==> src/rtl/cpu_ctrl_fsm.sv <==
// cpu_ctrl_fsm: multi-cycle FETCH/DECODE/EXEC/MEM/WB sequencer owning PC and IR.
// CTRL_ILLEGAL_TRAP_EN: undefined opcodes set illegal and park in HALT instead of acting as NOP.
module cpu_ctrl_fsm #(
  parameter logic [15:0] PC_RESET = 16'h0000,
  parameter int          CNT_W    = 32
) (
  input  logic             clk,
  input  logic             rst_n,
  input  logic             run,
  input  logic [31:0]      instr,
  input  logic             alu_zero,
  input  logic             mem_ready,
  output logic [15:0]      pc,
  output logic [4:0]       ra_addr,
  output logic [4:0]       rb_addr,
  output logic [4:0]       rd_addr,
  output logic [31:0]      imm32,
  output logic [2:0]       alu_op,
  output logic             alu_b_imm,
  output logic             reg_we,
  output logic [1:0]       wb_sel,
  output logic             mem_rd,
  output logic             mem_wr,
  output logic [2:0]       state,
  output logic [CNT_W-1:0] retired,
  output logic             illegal
);
  typedef enum logic [2:0] {FETCH, DECODE, EXEC, MEM, WB, HALT} state_t;
  localparam logic [5:0] OP_NOP = 6'b000000, OP_J = 6'b000001, OP_MOV = 6'b010000,
    OP_ADD = 6'b010010, OP_SUB = 6'b010011, OP_OR = 6'b010100, OP_AND = 6'b010101,
    OP_SLT = 6'b010111, OP_BEQ = 6'b100000, OP_BNE = 6'b100001, OP_ADDI = 6'b110010,
    OP_SUBI = 6'b110011, OP_ORI = 6'b110100, OP_ANDI = 6'b110101, OP_SLTI = 6'b110111,
    OP_LI = 6'b111001, OP_LWI = 6'b111011, OP_SWI = 6'b111100;
  state_t           state_q, state_d;
  logic [15:0]      pc_q, pc_d;
  logic [31:0]      ir_q, ir_d;
  logic [CNT_W-1:0] retired_q, retired_d;
  logic             illegal_q, illegal_d;
  logic [5:0]       op;
  logic             legal, swap_rd, done;
  assign op = ir_q[31:26];
  assign legal = op inside {OP_NOP, OP_J, OP_MOV, OP_ADD, OP_SUB, OP_OR, OP_AND, OP_SLT,
    OP_BEQ, OP_BNE, OP_ADDI, OP_SUBI, OP_ORI, OP_ANDI, OP_SLTI, OP_LI, OP_LWI, OP_SWI};
  assign swap_rd = op inside {OP_BEQ, OP_BNE, OP_SWI};
  assign rd_addr = ir_q[25:21];
  assign ra_addr = swap_rd ? ir_q[25:21] : ir_q[20:16];
  assign rb_addr = swap_rd ? ir_q[20:16] : ir_q[15:11];
  assign imm32 = {(op inside {OP_ORI, OP_ANDI, OP_LI, OP_LWI, OP_SWI, OP_J}) ? 16'h0000 : {16{ir_q[15]}}, ir_q[15:0]};
  // Register and immediate ALU groups share op[2:0]: 010->ADD .. 111->SLT
  assign alu_op = (op == OP_BEQ || op == OP_BNE) ? 3'd2 :
                  op[4:3] != 2'b10 ? 3'd0 :
                  op[2:0] == 3'd7 ? 3'd5 :
                  op[2:0] >= 3'd2 ? op[2:0] - 3'd1 : 3'd0;
  assign alu_b_imm = (state_q == EXEC || state_q == WB) && op[5:3] == 3'b110;
  assign wb_sel = op == OP_LI ? 2'd2 : op == OP_LWI ? 2'd1 : 2'd0;
  assign pc = pc_q;
  assign state = state_q;
  assign retired = retired_q;
  assign illegal = illegal_q;
  always_comb begin
    state_d = state_q;
    pc_d = pc_q;
    ir_d = ir_q;
    retired_d = retired_q;
    illegal_d = illegal_q;
    reg_we = 1'b0;
    mem_rd = 1'b0;
    mem_wr = 1'b0;
    done = 1'b0;
    case (state_q)
      FETCH: if (run) begin
        ir_d = instr;
        pc_d = pc_q + 16'd1;
        state_d = DECODE;
      end
      DECODE: if (op == OP_NOP) done = 1'b1;
      else if (legal) state_d = EXEC;
`ifdef CTRL_ILLEGAL_TRAP_EN
      else begin
        illegal_d = 1'b1;
        state_d = HALT;
      end
`else
      else done = 1'b1;
`endif
      EXEC: if (op == OP_LWI || op == OP_SWI) state_d = MEM;
      else if (op == OP_BEQ || op == OP_BNE) begin
        if (alu_zero ^ op[0]) pc_d = pc_q + imm32[15:0];
        done = 1'b1;
      end else if (op == OP_J) begin
        pc_d = ir_q[15:0];
        done = 1'b1;
      end else state_d = WB;
      MEM: begin
        mem_rd = op == OP_LWI;
        mem_wr = op == OP_SWI;
        if (mem_ready) begin
          if (op == OP_LWI) state_d = WB;
          else done = 1'b1;
        end
      end
      WB: begin
        reg_we = 1'b1;
        done = 1'b1;
      end
      default: ;
    endcase
    if (done) begin
      state_d = FETCH;
      retired_d = retired_q + CNT_W'(1);
    end
  end
  always_ff @(posedge clk or negedge rst_n)
    if (!rst_n) begin
      state_q <= FETCH;
      pc_q <= PC_RESET;
      ir_q <= '0;
      retired_q <= '0;
      illegal_q <= 1'b0;
    end else begin
      state_q <= state_d;
      pc_q <= pc_d;
      ir_q <= ir_d;
      retired_q <= retired_d;
      illegal_q <= illegal_d;
    end
endmodule

==> config.mk <==
export PLATFORM = sky130hd
export DESIGN_NAME = cpu_ctrl_fsm
export DESIGN_NICKNAME = d
export VERILOG_FILES = /design/src/rtl/cpu_ctrl_fsm.sv
export SDC_FILE = /design/constraint.sdc
export NUM_CORES = 1
export LEC_CHECK = 0
export ABC_AREA = 1
export BUFFER_PORTS_ARGS = -buffer_cell sky130_fd_sc_hd__buf_2
export CAP_MARGIN = 10
export CORE_UTILIZATION = 58
export CTS_BUF_LIST = sky130_fd_sc_hd__clkbuf_16
export CTS_CLUSTER_DIAMETER = 200
export DETAILED_ROUTE_END_ITERATION = 16
export GPL_ROUTABILITY_DRIVEN = 0
export HOLD_SLACK_MARGIN = 0.06
export PLACE_DENSITY_LB_ADDON = 0.08
export SETUP_SLACK_MARGIN = 0.4
export SLEW_MARGIN = 5
export SYNTH_ARGS = -nofsm -noshare
export SYNTH_HDL_FRONTEND = slang
export SYNTH_SLANG_ARGS = --single-unit
export TNS_END_PERCENT = 1
==> constraint.sdc <==
create_clock -name clk -period 8.75 [get_ports clk]
set_clock_uncertainty 0.15 [all_clocks]
set_input_delay 2.625 -clock clk [delete_from_list [all_inputs] [get_ports clk]]
set_output_delay 2.625 -clock clk [all_outputs]
set_load 0.005 [all_outputs]
; ---- Word-level counts from Yosys, hierarchy flattened
; Cells that the tools add are included.
[word_totals]
output_inout_bits = 108
wordCells = 95
input_bits = 37
register_bits = 83
[op_classes]
eq_ne = 35
mux = 36
reduce_logical = 14
n_addsub = 4
n_bitwise = 1
n_lt_le_gt_ge = 1
[op_table]
columns = op, n
row1 = 16-bit 2-to-1 mux, 6
row2 = 6-bit equality test (second input constant), 10
row3 = 3-bit 2-to-1 mux, 13
row4 = 6-bit by 5-bit equality test with 1-bit output (second input constant), 6
row5 = 32-bit by 1-bit adder with 32-bit output (second input constant), 1
row6 = 16-bit one-hot mux with 2 select lines, 1
row7 = 3-bit != test (second input constant), 6
row8 = 18-bit nonzero test, 1
row9 = 16-bit by 1-bit adder with 16-bit output (second input constant), 1
row10 = 16-bit adder, 1
row11 = 3-bit one-hot mux with 4 select lines, 1
row12 = 1-bit 2-to-1 mux, 11
row13 = 5-bit 2-to-1 mux, 2
row14 = 3-bit equality test (second input constant), 3
row15 = 4-bit by 3-bit != test with 1-bit output (second input constant), 2
row16 = 8-bit AND reduction, 1
row17 = 3-bit by 2-bit equality test with 1-bit output (second input constant), 2
row18 = 6-bit by 1-bit equality test with 1-bit output (second input constant), 1
row19 = 6-bit logical NOT, 1
row20 = 2-bit != test (second input constant), 3
row21 = 6-bit nonzero test, 1
row22 = 5-bit AND reduction, 1
row23 = 5-bit nonzero test, 1
row24 = 1-bit one-hot mux with 4 select lines, 1
row25 = 12 further kinds, 14

; ---- Longest topological paths before layout
[logic_depth]
ltp_word = 7
mapped_depth = 13
mapped_depth_nobuf = 13

; ---- Least setup slack after synthesis
; No wires, ideal clock.
[synth_timing]
path_type = reg2out
start = register ir_q[26]
end = output port imm32[17]
slack_ns = 3.391
path_buffers = 1
required_ns = 5.975
t_arrival_ns = 2.584
stages_incl_launch_ff = 7
path_cell_list = dfrtp_1 > inv_1 > ha_1 > nand4_1 > nand2_2 > nor4_1 > buf_4
[synth_via]
elab_chain_cells = 3
elab_cells_between_ends = 8
cone_classes = eq/ne: 6 / mux: 1 / reduce/logical: 1
[synth_rtl]
columns = element, line
row1 = start: declaration, 36  ; logic [31:0] ir_q, ir_d;
row2 = start signal: assignment, 123  ; ir_q <= ir_d;
row3 = 6-bit equality test or 6-bit by 1-bit equality test with 1-bit output (tied branches), 48  ; assign imm32 = {(op inside {OP_ORI, OP_ANDI, OP_LI, OP_LWI, OP_SWI, OP_J}) ? 16'h0000 : {16{ir_q[15]}}, ir_q[1 ...
row4 = 6-bit nonzero test *, 48
row5 = 16-bit 2-to-1 mux *, 48
row6 = end: declaration, 17  ; output logic [31:0] imm32,
; Every way passes the cells marked *; elsewhere a longest branch is shown, timed or not.

; ---- Worst setup path after layout
[layout_timing]
start = register ir_q[26]
end = output port ra_addr[3]
[layout_via]
elab_chain_cells = 3
elab_cells_between_ends = 5
cone_classes = eq/ne: 3 / mux: 1 / reduce/logical: 1
[layout_rtl]
columns = element, line
row1 = 6-bit equality test, 44  ; assign swap_rd = op inside {OP_BEQ, OP_BNE, OP_SWI};
row2 = 3-bit nonzero test *, 44
row3 = 5-bit 2-to-1 mux *, 46  ; assign ra_addr = swap_rd ? ir_q[25:21] : ir_q[20:16];
row4 = end: declaration, 14  ; output logic [4:0] ra_addr,
; Marked as above.

==> flow_summary.json <==
{
  "status": "finished clean",
  "synth-seq-area-share_pct": 33.7,
  "htreeDepth": 3,
  "rsz0062_at_grt": "false",
  "grt_pass1_wl_um": 26000,
  "min_period_over_period_pct": 67.0,
  "drt_iter0_markers": 417,
  "arrival_ps": 3090,
  "cts_tree": "built",
  "swShare_pct": 48.0,
  "synth_area_leaders": "dfrtp_1 (34%), nand2_1 (12%), inv_1 (5.8%)",
  "grt_overflow": 0,
  "required_ps": 5980,
  "setup_viol": 0,
  "critPathKind": "reg -> out",
  "dr.pass1.iters": 5,
  "synth_top_cell_by_area": "dfrtp_1",
  "fin_setup_tns_ps": 0,
  "drtAntennaViolNets": 0,
  "coreArea_sq_um": 10300,
  "slew_viol_final": 0,
  "powerDensity_nw_per_um2": 351,
  "cp-start-kind": "flop",
  "syn_area_sq_um": 6160,
  "io_pins": 145,
  "cts.sinks": 83,
  "synth_cell_types": 47,
  "p_int_w": 0.00126,
  "p_comb_share_pct": 57.1,
  "antenna_cells": 0,
  "ys_warn_count": 0,
  "grt_antenna_before_repair": 0,
  "crit_fanout": 21,
  "maxCapViolations": 0,
  "initial_core_util_pct": 59.6,
  "end_kind": "primary output",
  "synth_top_area_share_pct": 33.7,
  "avgSynthCellArea_sq_um": 7.22,
  "period_minus_slack_ps": 5860,
  "worstSkewPairLatency_ps": 350,
  "chipWidth_um": 105,
  "wl_um": 15700,
  "dieArea_sq_um": 11000,
  "cts-root-buf": "clkbuf_16",
  "vias": 5973,
  "slew_headroom_pct": 23.6,
  "syn_nets": 913,
  "final_util_pct": 67.0,
  "grt_use_total_pct": 29.6,
  "clkTransAtPathRegs_ps": 60,
  "tightestPinTransition_ps": 1140,
  "p_clk_share_pct": 15.3,
  "post_cts_resized": 0,
  "power_frac_seq_pct": 27.6,
  "final.fill_count": 915,
  "hold_viol_final": 0,
  "synthToLayoutAreaGrowth_pct": 12.4,
  "portBuffers": 143,
  "max_freq_ghz": 0.171,
  "hold_path.class": "reg -> reg",
  "synth.most_common_cell": "nand2_1",
  "netlist_instances": 853,
  "synthTopCellsByCount": "nand2_1 (193), inv_1 (95), nor2_1 (93), dfrtp_1 (83), a21oi_1 (61)",
  "clock_path_buffers": 2,
  "grt_pass1_vias": 5499,
  "cts_hold_buf": 0,
  "layout.nets": 1008,
  "dp_hpwl_um": 11700,
  "grt_max_degree": 84,
  "r2r_setup_slack_ps": 5400,
  "drcViolationCount": 0,
  "ys_async_sr_fraction_pct": 100,
  "p_sw_w": 0.00116,
  "p_leak_nw": 3.52,
  "vias_per_cell": 5.48,
  "layout-drive-gt1-share_pct": 20.6,
  "cts_setup_buffers": 0,
  "rows": 37,
  "synthFlopType": "dfrtp_1",
  "power_w": 0.00243,
  "die_h_um": 105,
  "synth.ff_latch_count": 83,
  "cts_buffers": 9,
  "peakVddDrop_uv": 214,
  "avgRoutedWirePerCell_um": 14.4,
  "synth_edf_count": 0
}
path summary, 6_finish.rpt:
check / startpoint / end / cells after the start
worst max-delay path: ir_q[26] / ra_addr[3] / 8
worst min-delay path: ir_q[21] / ir_q[21] / 1
worst max register to register: ir_q[26] / retired[0] / 9
worst min register to register: ir_q[21] / ir_q[21] / 1
max in group asynchronous: rst_n / retired[22] / 1
min in group asynchronous: rst_n / ir_q[6] / 1
routing by layer:
layer | track usage [%] | part of all wire (%)
met5 | 0 | 0
met4 | 12.0 | 2.4
met3 | 5.24 | 7.1
met2 | 45.5 | 44
met1 | 41.3 | 47
worst max-delay path: stages, from the launching register on:
cell and delay, ps:
dfrtp_1 440, inv_1 170, ha_1 260, o21ai_1 160, nor3_4 520, inv_2 350, nand2_2 330, mux2_2 370
buf_2 130
placed cells by master, fill, tap and decap left out, drive strengths merged, types with 3 or more instances in the layout:
cell,instances
nand2,197
buf,143
inv,102
nor2,97
dfrtp,83
a21oi,62
o21ai,50
nand3,48
xor2,34
nor3,28
ha,22
mux2,20
nand4,17
clkbuf,9
xnor2,5
nand3b,4
o211ai,4
nor4,4
clkinv,3
through the flow:
| step | std cells | cell area [sq um] | setup WS (ps) | hold WS, ps |
|---|---|---|---|---|
| 2_1_floorplan | 853 | 6160 | 3390 | 348 |
| 3_3_place_gp | 1073 | 6630 | 3450 | 353 |
| 3_5_place_dp | 1073 | 6630 | 3290 | 360 |
| 4_1_cts | 1089 | 6920 | 2940 | 374 |
| 5_1_grt | 1089 | 6920 | 2700 | 396 |
| 6_report | 1089 | 6920 | 2890 | 373 |
layout make-up:
type | count | area [sq um] | share of cell area (%)
sequential | 83 | 2080 | 30.0
clock inverter | 7 | 61.3 | 0.886
clock buffer | 9 | 225 | 3.25
multi-input combinational | 610 | 3290 | 47.5
timing repair buffer | 143 | 718 | 10.4
inverter | 101 | 382 | 5.52
tap | 136 | 170 | 2.46
flip-flops by register name (all words and copies together), names as in the netlist:
| name | flops |
|---|---|
| ir_q | 32 |
| pc | 16 |
| state | 3 |
| retired | 32 |
power by group through the flow:
stage | Sequential (W) | Clock, W | Combinational, W
4_1_cts | 0.000666 | 0.000377 | 0.00137
3_3_place_gp | 0.000662 | 0 | 0.00133
5_1_grt | 0.000686 | 0.000392 | 0.00156
2_1_floorplan | 0.000627 | 0 | 0.00116
3_5_place_dp | 0.000673 | 0 | 0.00136
6_report | 0.000668 | 0.000372 | 0.00139
cell families after synthesis:
family | after synthesis | share of synthesized area, %
compound gates | 128 | 11.2
xor+xnor | 39 | 5.55
fa+ha+maj | 23 | 4.80
buf+inv | 160 | 13.0
flops | 83 | 33.7
mux | 20 | 3.66
other cells | 1 | 0.0609
simple gates | 399 | 28.0
Note: power is estimated with default switching activity, not from simulation.
